--- config.mk ---
export PLATFORM = sky130hd
export DESIGN_NAME = tart_vis_prefetch
export DESIGN_NICKNAME = d
export VERILOG_FILES = /design/src/rtl/tart_vis_prefetch.sv
export SDC_FILE = /design/constraint.sdc
export NUM_CORES = 1
export LEC_CHECK = 0
export ABC_AREA = 1
export CAP_MARGIN = 0
export CORE_MARGIN = 2
export CORE_UTILIZATION = 45
export CTS_BUF_LIST = sky130_fd_sc_hd__clkbuf_2
export CTS_CLUSTER_SIZE = 14
export DETAILED_ROUTE_END_ITERATION = 7
export MAX_ROUTING_LAYER = met4
export PLACE_DENSITY_LB_ADDON = 0.25
export SLEW_MARGIN = 5
export SYNTH_ARGS = -nofsm -noshare
export SYNTH_HDL_FRONTEND = slang
export SYNTH_SLANG_ARGS = --single-unit
--- constraint.sdc ---
create_clock -name clk_i -period 1.6 [get_ports clk_i]
set_clock_uncertainty 0.1 [all_clocks]
set_input_delay 0.32 -clock clk_i [delete_from_list [all_inputs] [get_ports clk_i]]
set_output_delay 0.32 -clock clk_i [all_outputs]
set_load 0.005 [all_outputs]
--- src/rtl/tart_vis_prefetch.sv ---
`default_nettype none
// ============================================================================
//  Module      : tart_vis_prefetch
//  Description : Bus-domain sequencer that drains the correlator visibility
//                banks after every bank swap. Each enabled switch pulse walks
//                all blocks/words block-major, issuing single bus reads and
//                streaming each result to a valid/ready sink.
//  Option      : TART_PREFETCH_TIMEOUT_EN - adds a TOBITS-wide WAIT-state
//                timeout that aborts the sweep like a bus error.
//  Revision    : 1.0 - initial release
// ============================================================================
module tart_vis_prefetch #(
  parameter int BLOCK  = 24,
  parameter int ABITS  = 14,
  parameter int NBLKS  = 6,
  parameter int WBITS  = 7,
  parameter int COUNT  = 128
`ifdef TART_PREFETCH_TIMEOUT_EN
  ,
  parameter int TOBITS = 8
`endif
) (
  input  logic             clk_i,
  input  logic             rst_n,
  input  logic             enable_i,
  input  logic             switch_i,
  input  logic             clear_i,
  output logic             cyc_o,
  output logic             stb_o,
  output logic             we_o,
  output logic             bst_o,
  output logic [ABITS-1:0] adr_o,
  input  logic             ack_i,
  input  logic             err_i,
  input  logic [BLOCK-1:0] dat_i,
  output logic [BLOCK-1:0] vis_dat_o,
  output logic             vis_vld_o,
  input  logic             vis_rdy_i,
  output logic             vis_last_o,
  output logic             busy_o,
  output logic             done_o,
  output logic             overrun_o,
  output logic             buserr_o
);

  typedef enum logic [2:0] {
    S_IDLE = 3'd0,
    S_REQ  = 3'd1,
    S_WAIT = 3'd2,
    S_PUSH = 3'd3,
    S_FIN  = 3'd4
  } state_t;

  localparam logic [2:0]       c_last_blk = 3'(NBLKS - 1);
  localparam logic [WBITS-1:0] c_last_wrd = WBITS'(COUNT - 1);

  state_t             state_q, state_d;
  logic [2:0]         blk_q, blk_d;
  logic [WBITS-1:0]   wrd_q, wrd_d;
  logic               busy_q, busy_d;
  logic               overrun_q, overrun_d;
  logic               buserr_q, buserr_d;
  logic [BLOCK-1:0]   vis_dat_q, vis_dat_d;
  logic               last_word;
  logic               ovr_set;
  logic               err_set;
  logic               to_hit;

  assign last_word = (blk_q == c_last_blk) && (wrd_q == c_last_wrd);

`ifdef TART_PREFETCH_TIMEOUT_EN
  logic [TOBITS-1:0] to_q, to_d;

  // Timeout counter: cleared while requesting, counts every WAIT cycle.
  always_comb begin
    to_d = to_q;
    if (state_q == S_REQ) begin
      to_d = '0;
    end else if (state_q == S_WAIT) begin
      to_d = to_q + TOBITS'(1);
    end
  end

  // Timeout counter register.
  always_ff @(posedge clk_i or negedge rst_n) begin
    if (!rst_n) begin
      to_q <= '0;
    end else begin
      to_q <= to_d;
    end
  end

  assign to_hit = (to_q == '1);
`else
  assign to_hit = 1'b0;
`endif

  // Next-state, sweep position, capture and sticky-flag logic.
  always_comb begin
    state_d   = state_q;
    blk_d     = blk_q;
    wrd_d     = wrd_q;
    busy_d    = busy_q;
    vis_dat_d = vis_dat_q;
    err_set   = 1'b0;
    // A pulse arriving mid-sweep is discarded but remembered as an overrun.
    ovr_set   = switch_i && busy_q;

    case (state_q)
      S_IDLE: begin
        if (switch_i && enable_i) begin
          blk_d   = '0;
          wrd_d   = '0;
          busy_d  = 1'b1;
          state_d = S_REQ;
        end
      end
      S_REQ: begin
        if (err_i) begin
          err_set = 1'b1;
          busy_d  = 1'b0;
          state_d = S_IDLE;
        end else begin
          state_d = S_WAIT;
        end
      end
      S_WAIT: begin
        // Error beats a simultaneous ack; a late ack beats the timeout.
        if (err_i || (to_hit && !ack_i)) begin
          err_set = 1'b1;
          busy_d  = 1'b0;
          state_d = S_IDLE;
        end else if (ack_i) begin
          vis_dat_d = dat_i;
          state_d   = S_PUSH;
        end
      end
      S_PUSH: begin
        if (vis_rdy_i) begin
          if (last_word) begin
            busy_d  = 1'b0;
            state_d = S_FIN;
          end else begin
            if (wrd_q == c_last_wrd) begin
              wrd_d = '0;
              blk_d = blk_q + 3'd1;
            end else begin
              wrd_d = wrd_q + WBITS'(1);
            end
            state_d = S_REQ;
          end
        end
      end
      S_FIN: begin
        state_d = S_IDLE;
      end
      default: begin
        busy_d  = 1'b0;
        state_d = S_IDLE;
      end
    endcase

    // Setting a flag takes precedence over clearing it in the same cycle.
    overrun_d = ovr_set | (overrun_q & ~clear_i);
    buserr_d  = err_set | (buserr_q & ~clear_i);
  end

  // State and datapath registers with asynchronous reset.
  always_ff @(posedge clk_i or negedge rst_n) begin
    if (!rst_n) begin
      state_q   <= S_IDLE;
      blk_q     <= '0;
      wrd_q     <= '0;
      busy_q    <= 1'b0;
      overrun_q <= 1'b0;
      buserr_q  <= 1'b0;
      vis_dat_q <= '0;
    end else begin
      state_q   <= state_d;
      blk_q     <= blk_d;
      wrd_q     <= wrd_d;
      busy_q    <= busy_d;
      overrun_q <= overrun_d;
      buserr_q  <= buserr_d;
      vis_dat_q <= vis_dat_d;
    end
  end

  // Bus and stream outputs decode directly from registered state.
  assign cyc_o      = (state_q == S_REQ) || (state_q == S_WAIT);
  assign stb_o      = cyc_o;
  assign we_o       = 1'b0;
  assign bst_o      = cyc_o && !last_word;
  assign adr_o      = {{(ABITS - WBITS - 3){1'b0}}, blk_q, wrd_q};
  assign vis_vld_o  = (state_q == S_PUSH);
  assign vis_last_o = vis_vld_o && last_word;
  assign vis_dat_o  = vis_dat_q;
  assign busy_o     = busy_q;
  assign done_o     = (state_q == S_FIN);
  assign overrun_o  = overrun_q;
  assign buserr_o   = buserr_q;

endmodule
`default_nettype wire

==> impl_metrics.env <==
export IMPL_die_h_microns=71.6
export IMPL_vias_per_inst=4.85
export IMPL_core_area_sq_um=4380
export IMPL_buffer_ports_inserted=74
export IMPL_synthArstFlopShare_pct=100
export IMPL_dieArea_sq_um=5120
export IMPL_syn2layout_area_growth_pct=70.6
export IMPL_layout_cell_share_with_drive_strength_beyond_1_pct=46.0
export IMPL_htree_num_levels=2
export IMPL_worstPathArrival_ns=1.51
export IMPL_final_max_slew_violation_count=0
export IMPL_critical_path_reg2reg_endpoint="wrd_q[6]"
export IMPL_num_rows=24
export IMPL_cts_buffers=5
export IMPL_worstPathCellList="ha_2, nand3_2, inv_2, nand2_2, inv_2, a21oi_2, buf_2"
export IMPL_clock_root_buffer="sky130_fd_sc_hd__clkbuf_2"
export IMPL_final_setup_tns_ns=-6.02
export IMPL_syn_area_per_cell_sq_um=10.6
export IMPL_clk_pin_slew_ns=0.25
export IMPL_max_clock_freq_mhz=517
export IMPL_ant_nets=0
export IMPL_grt_antenna_before_repair=0
export IMPL_global_route_wire_length_before_repair_mm=9.02
export IMPL_drv_max_cap_violation_count=0
export IMPL_wirelength_mm=5.76
export IMPL_violated_checks="setup timing"
export IMPL_start_util_pct=46.9
export IMPL_yosys_register_bits=40
export IMPL_timing_final_crit_period_ns=1.93
export IMPL_tritoncts="done"
export IMPL_clock_sink_count=40
export IMPL_max_clock_path_buffers=2
export IMPL_setup_ws_ns=-0.333
export IMPL_num_vias=1896
export IMPL_first_global_vias=1932
export IMPL_die_w_microns=71.6
export IMPL_worst_r2r_setup_slack_ns=-0.22
export IMPL_grt_remaining_overflow=0
export IMPL_fillCellCount=293
export IMPL_drc=0
export IMPL_synth_enable_flop_cells=0
export IMPL_ys_flop_type="sky130_fd_sc_hd__dfrtp_1"
export IMPL_grt_start_max_net_pins=25
export IMPL_vdd_ir_drop_worst_mv=0.673
export IMPL_cp_start_kind="register"
export IMPL_power_density_cell_area_nw_per_um2=1430
export IMPL_cp_top_family="flip-flops"
export IMPL_hold_violations=0
export IMPL_setup_violations=42
export IMPL_ant_cells=0
export IMPL_top_level_ports=80
export IMPL_nets=373
export IMPL_ys_types=29
export IMPL_worst_hold_class="primary input to asynchronous set/reset pin"
export IMPL_r2r_worst_path_cells=11
export IMPL_global_route_usage_total_pct=23.4
export IMPL_critPathMaxFanout=3
export IMPL_rsz0062_at_grt="yes"
export IMPL_drt_initial_drc_count=118
export IMPL_worst_skew_pair_late_latency_ns=0.40
export IMPL_critPathMostFrequentCell="sky130_fd_sc_hd__inv_2"
export IMPL_cpPeakStageDelay_ns=0.42
export IMPL_yosysWarningCount=0
export IMPL_gp_routability_congestion=0.882
export IMPL_synth_yosys_seq_area_share_pct=48.7
export IMPL_endpoint_kind="primary output"
export IMPL_status="finished with violations"
export IMPL_power_leakage_nw=1.85
export IMPL_postLayoutCoreUtil_pct=80.0
export IMPL_critPathRequiredTime_ns=1.18
export IMPL_drt_wirelength_per_cell_microns=14.7
export IMPL_total_power_mw=5.00
export IMPL_worst_setup_path_type="register to primary output"
export IMPL_drt_pass1_iterations=4
export IMPL_slowest_stage="sky130_fd_sc_hd__dfrtp_1"
export IMPL_mappedNetlistArea_sq_um=2050
export IMPL_post_route_period_util_pct=121
export IMPL_number_of_standard_cells_after_synthesis=193
export IMPL_bufs_and_invs_on_worst_path=3
export IMPL_crit_reg2reg_launch="state_q[1]"
export IMPL_post_dp_hpwl_mm=3.67
## flip-flops by register name, indices dropped and copies added, names as in the netlist
signal     cells
blk_q          3
busy_o         1
vis_dat_o     24
overrun_o      1
wrd_q          7
buserr_o       1
state_q        3
## placed cells by master, fill, tap and decap left out, types with 5 or more instances in the layout
cell type	synthesis	routed
sky130_fd_sc_hd__mux2_4	20	20
sky130_fd_sc_hd__dlygate4sd2_1	0	25
sky130_fd_sc_hd__nand3_1	10	7
sky130_fd_sc_hd__nand2_2	3	10
sky130_fd_sc_hd__o21ai_1	3	6
sky130_fd_sc_hd__dfrtp_1	40	40
sky130_fd_sc_hd__nor2_1	11	9
sky130_fd_sc_hd__conb_1	1	5
sky130_fd_sc_hd__clkdlybuf4s50_1	0	30
sky130_fd_sc_hd__nor2_4	1	5
sky130_fd_sc_hd__inv_2	4	6
sky130_fd_sc_hd__nand2_1	36	27
sky130_fd_sc_hd__inv_1	18	15
sky130_fd_sc_hd__clkbuf_2	0	8
sky130_fd_sc_hd__buf_6	1	32
sky130_fd_sc_hd__buf_4	6	44
## cell usage after synthesis, types with 3 or more instances
cell	count	area [sq um]
sky130_fd_sc_hd__mux2_2	4	45.0
sky130_fd_sc_hd__dfrtp_1	40	1000
sky130_fd_sc_hd__inv_2	4	15.0
sky130_fd_sc_hd__inv_1	18	67.6
sky130_fd_sc_hd__nand3_1	10	50.1
sky130_fd_sc_hd__o21ai_1	3	15.0
sky130_fd_sc_hd__ha_1	3	37.5
sky130_fd_sc_hd__o21ai_0	4	20.0
sky130_fd_sc_hd__nand2_1	36	135
sky130_fd_sc_hd__mux2_4	20	300
sky130_fd_sc_hd__buf_4	6	45.0
sky130_fd_sc_hd__nand2_2	3	18.8
sky130_fd_sc_hd__nor2_2	6	37.5
sky130_fd_sc_hd__nor2_1	11	41.3
sky130_fd_sc_hd__nand4_1	4	25.0
## layer usage
| layer | GRT usage [%] | vias up | share of wire (%) |
|---|---|---|---|
| li1 | - | 899 | - |
| met1 | 27.7 | 922 | 40 |
| met2 | 39.7 | 67 | 53 |
| met3 | 5.20 | 8 | 5.0 |
| met4 | 7.76 | 0 | 1.4 |
| met5 | - | - | 0 |
## per-stage QoR
stage	worst slack (ns)	area, sq um	std cells	hold WS, ns
5_1_grt	-0.447	3510	391	0.234
3_5_place_dp	-0.377	3070	350	0.184
4_1_cts	-0.331	3400	384	0.232
3_3_place_gp	-0.321	3070	350	0.186
2_1_floorplan	0.0811	2070	197	-0.0756
6_report	-0.333	3510	391	0.227
## logic make-up after synthesis
group	after synthesis	synth area share [%]
compound gates	10	2.50
other cells	1	0.183
flops	40	48.7
buf+inv	32	9.01
mux	24	16.8
simple gates	80	19.7
xor+xnor	3	1.28
fa+ha+maj	3	1.83
## report_power, final
| part | leakage, nW | switching, mW | internal [mW] | total [mW] |
|---|---|---|---|---|
| logic | 1.33 | 1.20 | 1.77 | 2.97 |
| registers | 0.502 | 0.188 | 1.38 | 1.57 |
| clock network | 0.0226 | 0.355 | 0.101 | 0.456 |
| total | 1.85 | 1.75 | 3.25 | 5.00 |
## worst reg2reg max path, delay by kind of cell (launching register included)
kind / cells / cell delay, ns
DFF: 1 / 0.44
buffers and inverters: 4 / 0.49
and+or+nand+nor: 7 / 0.68
## area by class of cell
type	instances	area, sq um	area share [%]
Sequential cell	40	1000	28.6
Tap cell	52	65.1	1.86
Multi-Input combinational cell	125	990	28.2
Timing Repair Buffer	143	1320	37.5
Inverter	23	91.3	2.61
Clock buffer	5	25.0	0.714
Clock inverter	3	18.8	0.535
## worst max-delay path by stage
| stage | from | endpoint | slack [ns] | cells past startpoint |
|---|---|---|---|---|
| 2_1_floorplan | wrd_q[0] | bst_o | 0.08 | 6 |
| 3_3_place_gp | wrd_q[0] | bst_o | -0.32 | 7 |
| 3_5_place_dp | wrd_q[0] | bst_o | -0.38 | 7 |
| 4_1_cts | wrd_q[0] | bst_o | -0.33 | 7 |
| 5_1_grt | wrd_q[1] | bst_o | -0.45 | 7 |
| 6_report | wrd_q[0] | bst_o | -0.33 | 7 |
## timing repair
action | CTS | global route
buffers inserted | 27 | 15
endpoints found under the setup margin | 53 | 54
gates resized for setup | 120 | 35
hold endpoints to repair | 16 | 0
pin swaps | 9 | 9
hold buffers | 1 | 0
Note: power is estimated with default switching activity, not from simulation.
